<file path="src/rtl/cpu_pkg.sv">
// Definitions shared by the program counter and the return-address stack:
// stack-op encodings for {call, ret} and the default address width.
package cpu_pkg;

  localparam int DEFAULT_BIT_WIDTH = 4;

  localparam logic [1:0] OP_NONE = 2'b00;
  localparam logic [1:0] OP_POP  = 2'b01;
  localparam logic [1:0] OP_PUSH = 2'b10;
  localparam logic [1:0] OP_SWAP = 2'b11;

endpackage

</file>
<file path="src/rtl/lifo_mem.sv">
// DEPTH x BIT_WIDTH register array for the return stack: one synchronous
// write port and one combinational read port at the entry below sp (the top).
module lifo_mem #(
  parameter int BIT_WIDTH = 4,
  parameter int DEPTH     = 4,
  parameter int AW        = $clog2(DEPTH)
) (
  input  logic                 clk,
  input  logic                 we,
  input  logic [AW-1:0]        waddr,
  input  logic [BIT_WIDTH-1:0] wdata,
  input  logic [AW-1:0]        sp,
  output logic [BIT_WIDTH-1:0] top
);

  logic [BIT_WIDTH-1:0] mem [DEPTH];
  logic [AW-1:0]        raddr;

  // DEPTH is a power of two, so sp-1 wraps naturally to the last slot.
  assign raddr = sp - AW'(1);
  assign top   = mem[raddr];

  // NOTE: storage has no reset; entries are don't-care until written, and
  // leaving the array unreset keeps it a plain register file.
  always_ff @(posedge clk) begin
    if (we) mem[waddr] <= wdata;
  end

endmodule

</file>
<file path="src/rtl/return_stack.sv">
// Return-address stack feeding the program counter's in/load inputs.
// Define RETSTACK_CIRCULAR_EN to make a push when full overwrite the oldest entry.
module return_stack
  import cpu_pkg::*;
#(
  parameter int BIT_WIDTH = DEFAULT_BIT_WIDTH,
  parameter int DEPTH     = 4
) (
  input  logic                 clk,
  input  logic                 rst,
  input  logic [BIT_WIDTH-1:0] pc_in,
  input  logic                 call,
  input  logic                 ret,
  output logic [BIT_WIDTH-1:0] out,
  output logic                 load,
  output logic                 full,
  output logic                 empty,
  output logic                 err
);

  localparam int AW = $clog2(DEPTH);
  localparam int CW = $clog2(DEPTH + 1);

  logic [AW-1:0]        sp;
  logic [CW-1:0]        count;
  logic [1:0]           op;
  logic [BIT_WIDTH-1:0] top;
  logic [BIT_WIDTH-1:0] push_val;
  logic                 we;
  logic [AW-1:0]        waddr;

  assign op       = {call, ret};
  assign push_val = pc_in + BIT_WIDTH'(1);
  assign full     = (count == CW'(DEPTH));
  assign empty    = (count == '0);

  // NOTE: every output of this block gets a default first, so no path
  // through the case can leave one unassigned and infer a latch.
  always_comb begin
    we    = 1'b0;
    waddr = sp;
    case (op)
`ifdef RETSTACK_CIRCULAR_EN
      OP_PUSH: we = 1'b1;
`else
      OP_PUSH: we = !full;
`endif
      OP_SWAP: begin
        // A swap on a non-empty stack rewrites the top in place.
        we = 1'b1;
        if (!empty) waddr = sp - AW'(1);
      end
      default: ;
    endcase
  end

  lifo_mem #(
    .BIT_WIDTH(BIT_WIDTH),
    .DEPTH    (DEPTH)
  ) u_mem (
    .clk  (clk),
    .we   (we),
    .waddr(waddr),
    .wdata(push_val),
    .sp   (sp),
    .top  (top)
  );

  // NOTE: sequential state uses non-blocking assignments so every register
  // samples pre-edge values regardless of statement order.
  always_ff @(posedge clk or negedge rst) begin
    if (!rst) begin
      sp    <= '0;
      count <= '0;
      out   <= '0;
      load  <= 1'b0;
      err   <= 1'b0;
    end else begin
      load <= 1'b0;
      case (op)
        OP_PUSH: begin
          if (!full) begin
            sp    <= sp + AW'(1);
            count <= count + CW'(1);
          end else begin
`ifdef RETSTACK_CIRCULAR_EN
            sp <= sp + AW'(1);
`else
            err <= 1'b1;
`endif
          end
        end
        OP_POP: begin
          if (!empty) begin
            out   <= top;
            load  <= 1'b1;
            sp    <= sp - AW'(1);
            count <= count - CW'(1);
          end else begin
            err <= 1'b1;
          end
        end
        OP_SWAP: begin
          if (!empty) begin
            out  <= top;
            load <= 1'b1;
          end else begin
            // Failed pop half; the push half still lands (empty implies not full).
            sp    <= sp + AW'(1);
            count <= count + CW'(1);
            err   <= 1'b1;
          end
        end
        default: ;
      endcase
    end
  end

endmodule

</file>
<file path="config.mk">
export PLATFORM = sky130hd
export DESIGN_NAME = return_stack
export DESIGN_NICKNAME = d
export VERILOG_FILES = /design/src/rtl/cpu_pkg.sv /design/src/rtl/lifo_mem.sv /design/src/rtl/return_stack.sv
export SDC_FILE = /design/constraint.sdc
export NUM_CORES = 1
export LEC_CHECK = 0
export BUFFER_PORTS_ARGS = -buffer_cell sky130_fd_sc_hd__buf_2
export CAP_MARGIN = 20
export CORE_MARGIN = 2
export CORE_UTILIZATION = 30
export CTS_BUF_LIST = sky130_fd_sc_hd__clkbuf_4 sky130_fd_sc_hd__clkbuf_8
export CTS_CLUSTER_SIZE = 16
export DETAILED_ROUTE_END_ITERATION = 10
export GPL_ROUTABILITY_DRIVEN = 0
export SLEW_MARGIN = 20
export SYNTH_ARGS = -nofsm -noshare
export SYNTH_HDL_FRONTEND = slang
export SYNTH_SLANG_ARGS = --single-unit
export TNS_END_PERCENT = 50
</file>
<file path="constraint.sdc">
create_clock -name clk -period 2.6 [get_ports clk]
set_input_delay 0.26 -clock clk [delete_from_list [all_inputs] [get_ports clk]]
set_output_delay 0.26 -clock clk [all_outputs]
set_load 0.1 [all_outputs]
</file>
==> results by group <==
Run status
  • Outcome: finished, final reports clean

Power
  • Tot Pwr: 1.91 mW
  • PD cells: 1230 nW/µm²
  • Worst vdd ir: 0.447 mV
  • Static Leakage: 0.575 nW

Timing
  • Setup Skew: 0.00622 ns
  • Setup violations, final: 0
  • Hold Fails Final Rpt: 0
  • Max-slew headroom: 60.9%
  • RSZ-0062 raised after global routing: false
  • Final period util: 81.6%
  • Sum Neg Setup Slack: 0 ns
  • Fin crit period: 2.12 ns
  • Worst slew pin tran: 0.583 ns
  • Slew Viols, Final: 0
  • Max Freq: 471 MHz

Global routing
  • Global-route wire length before repair: 3890 µm
  • Gr ovfl total: 0
  • Vias in the first global route: 811
  • Largest net degree at the start of global routing: 18
  • Total track usage: 9.61%
  • Initial antenna violation count: 0

Die
  • Die footprint: 5330 µm²
  • I/O pin cnt: 16
  • Die Wd: 73.0 µm
  • CORE AREA: 4660 µm²
  • Site Rows: 25
  • Die height: 73.0 µm
  • Initial Util: 30.6%

Setup path
  • FF-to-FF Start: count[1]
  • Crit-path max cell delay: 0.54 ns
  • Max Fanout on Critical Path: 13
  • Crit path required time: 2.34 ns
  • R2R depth: 4
  • Critical Path Slowest Stage Cell: dfrtp_1
  • Worst Setup Start Kind: flop
  • Cell Chain, Critical Path: or3_4 > clkinv_1 > buf_2
  • Buf/Inv on CP: 2
  • Reg-to-reg slack, setup: 0.49 ns
  • Levels on crit path: 3
  • RR Endpoint: u_mem.mem[0][0]
  • Worst path top cell family by delay: buffers and inverters
  • Setup CP Type: reg -> out
  • Worst Path Arrival: 1.86 ns
  • Worst Setup End Kind: output port

Clock tree
  • Clk buf depth: 2
  • H-tree depth: 1
  • Later-pin clock latency in the skew report: 0.27 ns
  • Clock sinks: 27
  • Clk Tree Root Cell: clkbuf_8
  • Clock transition at the registers of the reported paths: 0.09 ns
  • CTS tree: done
  • Total CTS buffers: 3
  • Post-CTS Setup Bufs: 0

Finish
  • Area overhead of the layout relative to synthesis: 9.03%
  • Final nets: 131
  • Fraction of layout cells with a size suffix above 1: 32.5%
  • ANT cells: 0

Route
  • DRC Markers: 0
  • Post-Route WL: 2370 µm
  • DRT iter0 DRCs: 65
  • Post-DRT Antenna Nets: 0
  • Wire per inst: 13.6 µm
  • Vias per std cell: 4.86
  • First-pass iteration count of the detailed router: 4
  • DR vias: 846

Logic synthesis
  • Average size of a mapped cell: 13.2 µm²
  • Sequential fraction of the synthesis area: 52.9%
  • Yosys top cell by area: edfxtp_1
  • Syn Nets: 118
  • Most frequent cells after synthesis: edfxtp_1, dfrtp_1, a21oi_1
  • EDFF count, synth: 16
  • Synthesis Warnings: 0
  • Share of async-settable or async-resettable flops after synthesis: 40.7%
  • Most frequent cell after synthesis: edfxtp_1
  • Yosys top cell area share: 33.7%
  • Mapped Cells: 108
  • Top cells by area, synth: edfxtp_1, dfrtp_1, mux4_2
  • Ys flop type: edfxtp_1
  • Synthesized area: 1430 µm²
  • Netlist cell types: 43
  • Flops & latches, synth: 27

Min path
  • Hold path start: pc_in[0]
  • Worst hold stages: 2
  • Worst Hold Path EP: u_mem.mem[1][0]
  • Worst hold path class: in -> reg

Placement
  • Hpwl dp: 1790 µm
  • I/O Buffers: 15

Run
  • Maxcap violations: 0
[per-layer routing]
metal | up-vias | GRT usage [%] | part of all wire [%]
met4 | 0 | 4.94 | 2.2
met2 | 13 | 15.8 | 49
met5 | - | 0 | 0
met1 | 400 | 12.0 | 45
met3 | 4 | 1.80 | 2.9
li1 | 429 | - | -
[layout make-up]
cell class / instances / area (µm²)
Clock inverter: 1 / 8.76
Inverter: 5 / 18.8
Timing Repair Buffer: 16 / 85.1
Fill cell: 440 / 3100
Multi-Input combinational cell: 68 / 579
Sequential cell: 27 / 756
Tap cell: 54 / 67.6
Clock buffer: 3 / 41.3
[power breakdown]
part           internal [mW]  switching [mW]
clock                  0.112           0.132
sequential             0.589           0.156
combinational          0.320           0.604
total                   1.02           0.892
[through the flow]
stage / hold WS (ns) / utilization [%] / instance area [µm²] / worst slack (ns) / cells
final: 0.343 / 33.4 / 1560 / 0.479 / 174
after global routing: 0.358 / 33.4 / 1560 / 0.319 / 174
after CTS: 0.350 / 33.4 / 1560 / 0.480 / 174
after detailed placement: 0.151 / 32.1 / 1500 / 0.522 / 169
after global placement: 0.141 / 32.1 / 1500 / 0.602 / 169
after floorplan: -0.0356 / - / 1430 / 0.233 / 108
[cells by family (layout without fill, tap and decap cells)]
logic type      count (synthesis)  in the layout  share of synthesized area (%)
fa+ha+maj                       2              2                           1.75
xor+xnor                        4              4                           2.45
compound gates                 27             27                           15.3
flops                          27             27                           52.9
mux                             9              9                           10.2
simple gates                   26             26                           10.9
buf+inv                        13             25                           6.48
[how the worst max path moves through the flow]
stage,startpoint,to,slack [ns]
floorplan,count[0],full,0.23
CTS,count[1],empty,0.48
global placement,count[1],u_mem.mem[0][1],0.60
global route,count[1],u_mem.mem[0][0],0.32
detailed placement,count[1],u_mem.mem[0][3],0.52
finish,count[1],empty,0.48
[layout by cell type (no fill, tap or decap), types with 2 or more instances in the layout]
cell type	instances
nand2b_1	2
clkbuf_8	3
mux4_2	4
xnor2_1	3
buf_2	15
mux2_2	4
nor3b_1	2
a221oi_2	2
nor2_1	5
dfrtp_1	11
o211ai_1	2
nor2b_1	4
edfxtp_1	16
inv_1	4
nand3_1	2
or2_2	2
a21oi_1	6
nand2_1	4
a221o_1	2
and2b_2	2
o21bai_1	2
ha_1	2
a211oi_1	2
[what timing repair did]
| action | 4_1_cts | 5_1_grt |
|---|---|---|
| hold endpoints to repair | 11 | 0 |
| hold buffers | 1 | 0 |
| endpoints found under the setup margin | 0 | 0 |
| resized for setup | 0 | 0 |
[flip-flops by register name, summed over array words and instances (netlist names)]
signal / cells
sp: 2
err: 1
u_mem.mem: 16
count: 3
load: 1
out: 4
(Power assumes the default switching activity.)
